File: config.mk
export PLATFORM = sky130hd
export DESIGN_NAME = bus_requester
export DESIGN_NICKNAME = d
export VERILOG_FILES = /design/src/rtl/bus_requester.sv
export SDC_FILE = /design/constraint.sdc
export NUM_CORES = 1
export LEC_CHECK = 0
export BUFFER_PORTS_ARGS = -buffer_cell sky130_fd_sc_hd__buf_2
export CAP_MARGIN = 20
export CORE_AREA = 2 2 137 139
export CTS_BUF_LIST = sky130_fd_sc_hd__clkbuf_8
export CTS_CLUSTER_SIZE = 24
export DETAILED_ROUTE_END_ITERATION = 10
export DIE_AREA = 0 0 139 141
export PLACE_DENSITY = 0.88
export REMOVE_ABC_BUFFERS = 1
export SYNTH_ARGS = -nofsm -noshare
export SYNTH_HDL_FRONTEND = slang
export SYNTH_SLANG_ARGS = --single-unit
export TNS_END_PERCENT = 30
File: constraint.sdc
create_clock -name clk -period 4.2 [get_ports clk]
set_input_delay 1.05 -clock clk [delete_from_list [all_inputs] [get_ports clk]]
set_output_delay 1.05 -clock clk [all_outputs]
set_load 0.01 [all_outputs]
File: src/rtl/bus_requester.sv
// Master-side bus agent: buffers write beats in a small FIFO, requests the shared
// bus once a full burst (or a full FIFO) is waiting, and issues beats while granted.
module bus_requester #(
    parameter int DATA_WIDTH    = 32,
    parameter int ADDR_WIDTH    = 16,
    parameter int FIFO_DEPTH    = 4,
    parameter int GRANT_TIMEOUT = 16
) (
    input  logic                  clk,
    input  logic                  reset,
    input  logic                  cmd_valid,
    output logic                  cmd_ready,
    input  logic [ADDR_WIDTH-1:0] cmd_addr,
    input  logic [DATA_WIDTH-1:0] cmd_data,
    input  logic                  cmd_last,
    output logic                  req,
    input  logic                  grant,
    output logic                  bus_valid,
    output logic [ADDR_WIDTH-1:0] bus_addr,
    output logic [DATA_WIDTH-1:0] bus_wdata,
    output logic                  bus_last,
    output logic                  burst_done,
    output logic                  timeout_err,
    output logic [15:0]           beat_count
);

    localparam int PTR_W  = $clog2(FIFO_DEPTH);
    localparam int CNT_W  = $clog2(FIFO_DEPTH + 1);
    localparam int WAIT_W = $clog2(GRANT_TIMEOUT);

    typedef enum logic [1:0] {IDLE, REQ, XFER, RELEASE} state_t;

    typedef struct packed {
        logic                  last;
        logic [ADDR_WIDTH-1:0] addr;
        logic [DATA_WIDTH-1:0] data;
    } entry_t;

    entry_t              mem [FIFO_DEPTH];
    logic [PTR_W-1:0]    wr_ptr;
    logic [PTR_W-1:0]    rd_ptr;
    logic [CNT_W-1:0]    count;
    logic [CNT_W-1:0]    pending;
    logic [WAIT_W-1:0]   wait_cnt;
    state_t              state;
    entry_t              head;
    logic                full;
    logic                empty;
    logic                push;
    logic                pop;
    logic                push_last;
    logic                pop_last;

    assign full      = (count == CNT_W'(FIFO_DEPTH));
    assign empty     = (count == '0);
    assign cmd_ready = !full;
    assign push      = cmd_valid && !full;
    assign head      = mem[rd_ptr];
    assign pop       = ((state == REQ) || (state == XFER)) && grant && !empty;
    assign push_last = push && cmd_last;
    assign pop_last  = pop && head.last;

    // NOTE: the storage array is deliberately not reset; valid data is tracked by
    // the pointers and count, so clearing it would only cost reset fan-out.
    always_ff @(posedge clk) begin
        if (push) begin
            mem[wr_ptr] <= entry_t'{last: cmd_last, addr: cmd_addr, data: cmd_data};
        end
    end

    // NOTE: all clocked state uses non-blocking assignments so every register
    // samples pre-edge values regardless of statement order.
    always_ff @(posedge clk) begin
        if (reset) begin
            wr_ptr  <= '0;
            rd_ptr  <= '0;
            count   <= '0;
            pending <= '0;
        end else begin
            if (push) wr_ptr <= wr_ptr + 1'b1;
            if (pop)  rd_ptr <= rd_ptr + 1'b1;
            case ({push, pop})
                2'b10:   count <= count + 1'b1;
                2'b01:   count <= count - 1'b1;
                default: count <= count;
            endcase
            case ({push_last, pop_last})
                2'b10:   pending <= pending + 1'b1;
                2'b01:   pending <= pending - 1'b1;
                default: pending <= pending;
            endcase
        end
    end

    always_ff @(posedge clk) begin
        if (reset) begin
            state       <= IDLE;
            req         <= 1'b0;
            wait_cnt    <= '0;
            timeout_err <= 1'b0;
            bus_valid   <= 1'b0;
            bus_addr    <= '0;
            bus_wdata   <= '0;
            bus_last    <= 1'b0;
            burst_done  <= 1'b0;
            beat_count  <= '0;
        end else begin
            timeout_err <= 1'b0;
            bus_valid   <= pop;
            bus_last    <= pop_last;
            burst_done  <= pop_last;
            if (pop) begin
                bus_addr   <= head.addr;
                bus_wdata  <= head.data;
                beat_count <= beat_count + 1'b1;
            end

            case (state)
                IDLE: begin
                    if ((pending != '0) || full) begin
                        state    <= REQ;
                        req      <= 1'b1;
                        wait_cnt <= '0;
                    end
                end
                REQ: begin
                    if (pop) begin
                        wait_cnt <= '0;
                        if (head.last) begin
                            state <= RELEASE;
                            req   <= 1'b0;
                        end else begin
                            state <= XFER;
                        end
                    end else if (!grant) begin
                        // Give up the request slot; buffered beats stay for the retry.
                        if (wait_cnt == WAIT_W'(GRANT_TIMEOUT - 1)) begin
                            timeout_err <= 1'b1;
                            state       <= RELEASE;
                            req         <= 1'b0;
                        end else begin
                            wait_cnt <= wait_cnt + 1'b1;
                        end
                    end
                end
                XFER: begin
                    if (pop) wait_cnt <= '0;
                    if (pop_last) begin
                        state <= RELEASE;
                        req   <= 1'b0;
                    end
                end
                RELEASE: begin
                    state <= IDLE;
                end
                default: begin
                    state <= IDLE;
                    req   <= 1'b0;
                end
            endcase
        end
    end

endmodule

==> results of run 1 <==
## how the worst max path moves through the flow
stage / start / endpoint / slack (ns) / cells after the start
2_1_floorplan: count[0] / pending[2] / -3.79 / 8
3_3_place_gp: grant / pending[2] / 1.29 / 9
3_5_place_dp: grant / pending[2] / 1.19 / 9
4_1_cts: count[2] / cmd_ready / 1.34 / 2
5_1_grt: count[2] / cmd_ready / 1.30 / 2
6_report: count[2] / cmd_ready / 1.37 / 2
## cells in the mapped netlist (all sizes together), types with 2 or more instances
cell	number
nand4b	2
inv	13
nor3	3
buf	17
nor2	29
o21ai	10
edfxtp	196
o311ai	2
or3	5
o31ai	3
and3	4
a21oi	62
xor2	6
nand2	105
nand3	10
mux2	2
and2	3
ha	12
nand4	3
dfxtp	86
fa	2
clkbuf	18
nor2b	2
or4	2
mux4	49
nor4	5
a41oi	3
xnor2	11
## final cells by class
| type | instances | area share |
|---|---|---|
| Timing Repair Buffer | 134 | 0.05720 |
| Tap cell | 234 | 0.02381 |
| Clock inverter | 32 | 0.01170 |
| Antenna cell | 3 | 0.0006106 |
| Inverter | 13 | 0.003969 |
| Clock buffer | 48 | 0.05373 |
| Multi-Input combinational cell | 352 | 0.2298 |
| Sequential cell | 282 | 0.6192 |
## power breakdown
part / switching (W) / internal [W] / leakage, nW
clock: 0.00101 / 0.00106 / 0.491
sequential: 0.000113 / 0.00322 / 2.50
combinational: 0.000633 / 0.000451 / 1.41
## worst max-delay path, stage by stage, from the launching register on
cell and delay [ns]:
dfxtp_1 0.43, or3b_1 0.58, buf_2 0.23
## state kept, by name (all words and copies together), names as in the netlist, 3 cells and up, named ones only
name	cells
mem	196
bus_wdata	32
beat_count	16
bus_addr	16
wait_cnt	4
count	3
pending	3
## cells by family after synthesis
group / after synthesis / synth area share
xor+xnor: 17 / 0.01403
compound gates: 92 / 0.05034
flops: 282 / 0.7167
buf+inv: 48 / 0.01921
simple gates: 177 / 0.07474
fa+ha+maj: 14 / 0.01792
mux: 52 / 0.1070
## metrics by stage
stage | power [W] | hold WS [ns] | worst slack (ns) | util | area (um2)
floorplan | 0.004111 | 0.4527 | -3.788 | - | 10460
global placement | 0.004434 | 0.4407 | 1.289 | 0.6286 | 11480
detailed placement | 0.004483 | 0.4462 | 1.195 | 0.6286 | 11480
CTS | 0.006536 | 0.4546 | 1.343 | 0.6726 | 12290
global route | 0.006783 | 0.4723 | 1.303 | 0.6727 | 12290
finish | 0.006482 | 0.4511 | 1.370 | 0.6730 | 12290
## metal layers
layer / global-route usage / vias to the layer above / routed length (um)
li1: - / 2865 / -
met1: 0.2662 / 3068 / 8087
met2: 0.3674 / 239 / 10600
met3: 0.06318 / 40 / 1657
met4: 0.07283 / 2 / 423
met5: 0 / - / 13
==> flow_summary.ini, run 1 <==
[finish]
nNetsFinal = 893
regArea_um2 = 7612
final_cell_mix = edfxtp_1, buf_2, nand2_1
drive_gt1_frac = 0.2904
area_growth_pct = 15.83
multiInputGateArea_um2 = 2825
nFillCells = 1239
layout_commonest_cell = edfxtp_1
final_cells = 1098

[clock_network]
clkSlewWorstSetupHoldPaths_ns = 0.06
numCtsBuffers = 43
cts_sinks = 282
post_cts_buffers = 0
cts_root_buffer = clkbuf_8
htreeDepth = 2
cts_tree = done
postCtsHoldBufs = 0
clockBufferDepth = 3
cts_resized = 0
clkLatencyLatePin_ns = 0.55

[drt]
num_vias = 6214
dr.pass1.iters = 5
drc = 0
wl_per_cell_um = 18.92
vias_per_cell = 5.659
drtIter0Drc = 425
wl_um = 20780
ant_nets = 0

[synth]
synth.yosys.warnings = 0
ys_types = 51
synth_edf_count = 196
synth_ff_type = edfxtp_1
synthCells = 682
synth_top_area_frac = 0.5545
syn_area_um2 = 10610
syn_area_per_cell_um2 = 15.56
netlist_top_cells_area = edfxtp_1, dfxtp_1, mux4_2
yosysSeqAreaShare = 0.7167
yosys.area.top_type = edfxtp_1
async_flop_share = 0
synth_seq_cells = 282

[worst_setup_path]
reg2reg_slack_ns = 1.51
crit_path_max_fanout = 12
arrival_ns = 1.78
worst_r2r_path_depth = 10
r2r_end = pending[2]
path_class = reg -> out
cp-end-kind = primary output
regToRegStartpoint = state[0]
crit_required_ns = 3.15
startpoint_type = flop

[die]
coreArea_um2 = 18270
row_count = 50
dieHeight_um = 141
die_w_um = 139
initial_core_util = 0.5810
die-area_um2 = 19600
io_pins = 123

[hold_path]
hold_path_end = bus_wdata[11]
hp-start = bus_wdata[11]
min_path_type = reg -> reg
holdPathStages = 2

[place]
port_buffers = 122
dp_hpwl_um = 12530
dpl.cell_count = 1015
routabilityCongestion = 0.7361

[sta]
fmax_mhz = 353.3
slew-limit-headroom = 0.3427
finalClockSkew_ns = 0.03110
maxSlewViolCount = 0
layout_min_cycle_time_ns = 2.830
min_period_over_period = 0.6738
setup_viol = 0
setup-tns-final_ns = 0
hold_violations = 0
rsz0062_at_grt = false
tightestPinTransition_ns = 0.9860

[power_and_ir_drop]
power_density_nw_per_um2 = 527.2
p_leak_nw = 4.398
vdd_drop_max_v = 0.0003477

[grt]
grt_pass1_wl_um = 32940
antenna_found_initial = 4
grt_max_degree = 89
grt_pass1_vias = 6275
grt_usage = 0.2151
grt_remaining_overflow = 0

[outcome]
outcome = finished clean

[flow_run]
maxCapViolCount = 0
(Power assumes the default switching activity.)
==> run 2, diff against run 1 <==
--- a/config.mk
+++ b/config.mk
@@ -7,12 +7,12 @@
 export LEC_CHECK = 0
 export BUFFER_PORTS_ARGS = -buffer_cell sky130_fd_sc_hd__buf_2
 export CAP_MARGIN = 20
-export CORE_AREA = 2 2 137 139
+export CORE_AREA = 2 2 144 146
 export CTS_BUF_LIST = sky130_fd_sc_hd__clkbuf_8
 export CTS_CLUSTER_SIZE = 24
 export DETAILED_ROUTE_END_ITERATION = 10
-export DIE_AREA = 0 0 139 141
-export PLACE_DENSITY = 0.88
+export DIE_AREA = 0 0 146 148
+export PLACE_DENSITY = 0.84
 export REMOVE_ABC_BUFFERS = 1
 export SYNTH_ARGS = -nofsm -noshare
 export SYNTH_HDL_FRONTEND = slang
==> constraint.sdc (replaced) <==
create_clock -name clk -period 2.5 [get_ports clk]
set_input_delay 0.625 -clock clk [delete_from_list [all_inputs] [get_ports clk]]
set_output_delay 0.625 -clock clk [all_outputs]
set_load 0.01 [all_outputs]
==> flow_summary.ini, run 2 (synthesized netlist as in run 1, its figures left out) <==
[hold_path]
holdPathStages = 1
min_path_type = in -> reg
hp-start = cmd_data[0]
hold_path_end = mem[3][0]

[finish]
reg_top3 = mem (196), bus_wdata (32)
regMostFlops = mem
multiInputGateArea_um2 = 2840
largest_register_ff_count = 196
drive_gt1_frac = 0.2978
final_cell_area_um2 = 12390
area_growth_pct = 16.74
regArea_um2 = 7614
antenna_cells = 0
final_cell_mix = edfxtp_1, buf_2, nand2_1
layout_commonest_cell = edfxtp_1
nNetsFinal = 897
final_cells = 1133
final_util = 0.6183
nFillCells = 1542

[worst_setup_path]
path_class = reg -> reg
path_buf_inv = 0
crit_path_max_fanout = 5
cp-end-kind = flop
arrival_ns = 2.80
r2r_end = pending[2]
crit_required_ns = 2.98
reg2reg_slack_ns = 0.17
critPathMaxStageDelay_ns = 0.54
cp_cell_sequence = mux4_2 > and2_1 > ha_1 > fa_2 > xnor2_1 > or3_1 > a21oi_1
cpLargestDelayFamily = adder cells
startpoint_type = flop
slowest_stage = mux4_2
worst_r2r_path_depth = 7

[die]
dieHeight_um = 148
initial_core_util = 0.5297
coreArea_um2 = 20040
die-area_um2 = 21610
die_w_um = 146
row_count = 52
io_pins = 123

[power_and_ir_drop]
vdd_drop_max_v = 0.0005584
netSwitchingFraction = 0.2626
p_clk_frac = 0.316
power_density_nw_per_um2 = 882.5
combPwrFrac = 0.173
seqPwrFrac = 0.511
intPower_w = 0.008064
p_sw_w = 0.002871
p_leak_nw = 4.431

[drt]
drtIter0Drc = 347
dr.pass1.iters = 5
vias_per_cell = 5.425
ant_nets = 0
drc = 0
num_vias = 6146
wl_um = 19960
wl_per_cell_um = 17.62

[sta]
setup_viol = 0
hold_violations = 0
min_period_over_period = 0.9306
tightestPinTransition_ns = 0.9970
maxSlewViolCount = 0
fin_ws_ns = 0.1736
finalClockSkew_ns = 0.01571
rsz0062_at_grt = false
setup-tns-final_ns = 0
fmax_mhz = 429.9
slew-limit-headroom = 0.3353
layout_min_cycle_time_ns = 2.326

[place]
routabilityCongestion = 0.8086
dpl.cell_count = 1055
postPlaceCellArea_um2 = 11570
dp_hpwl_um = 11700
pre_cts_slack_ns = 0.07238
port_buffers = 122

[clock_network]
htreeDepth = 2
clkSlewWorstSetupHoldPaths_ns = 0.06
cts_sinks = 282
post_cts_buffers = 0
cts_root_buffer = clkbuf_8
numCtsBuffers = 43
clkLatencyLatePin_ns = 0.54
cts_tree = done
cts_resized = 0
postCtsHoldBufs = 0
clockBufferDepth = 3

[grt]
grt_usage = 0.1875
antenna_found_initial = 0
grt_max_degree = 66
grt_pass1_wl_um = 31710
grt_remaining_overflow = 0
grt_pass1_vias = 6238

[flow_run]
maxCapViolCount = 0

[outcome]
outcome = finished clean
==> run 2: worst max-delay path by stage <==
stage	to	slack [ns]	depth (start not counted)
final	pending[2]	0.17	7
after global placement	pending[2]	0.12	9
after floorplan	pending[2]	-5.49	8
after detailed placement	pending[2]	0.07	9
after CTS	pending[2]	0.07	10
after global routing	count[2]	0.05	8
==> run 2: routing by layer <==
layer,wire [um],vias to the layer above,GRT usage
met3,1399,35,0.04383
met4,381,0,0.07379
met1,8239,3026,0.2387
met5,0,-,0
li1,-,2869,-
met2,9940,216,0.3156
==> run 2: power by group through the flow <==
stage	registers (W)	clock network (W)	logic, W
after floorplan	0.00578	0	0.00112
after global placement	0.00567	0	0.00185
after detailed placement	0.00569	0	0.00189
final	0.00559	0.00345	0.00189
after CTS	0.00559	0.00357	0.00190
after global routing	0.00563	0.00376	0.00210
==> run 2: metrics by stage <==
step / hold slack, ns / power [W]
floorplan: 0.4527 / 0.006906
global placement: 0.4419 / 0.007517
detailed placement: 0.4446 / 0.007577
CTS: 0.2509 / 0.01107
global route: 0.2656 / 0.01149
finish: 0.2942 / 0.01094
==> run 2: final cells by class <==
class	instances	share of cell area
well taps	270	0.02726
inverters	13	0.003938
flip-flops and latches	282	0.6145
repair buffers	138	0.06018
multi-input cells	352	0.2292
clock inverters	28	0.009391
clock buffers	50	0.05554
==> run 2: worst register-to-register path, delay by kind of cell (launching register included) <==
| family | cells | cell delay [ns] |
|---|---|---|
| adder cells (fa/ha/maj) | 2 | 0.58 |
| multiplexers | 1 | 0.54 |
| AND/OR/NAND/NOR | 2 | 0.52 |
| flip-flops | 1 | 0.35 |
| XOR/XNOR | 1 | 0.14 |
| AO/OA/AOI/OAI | 1 | 0.14 |
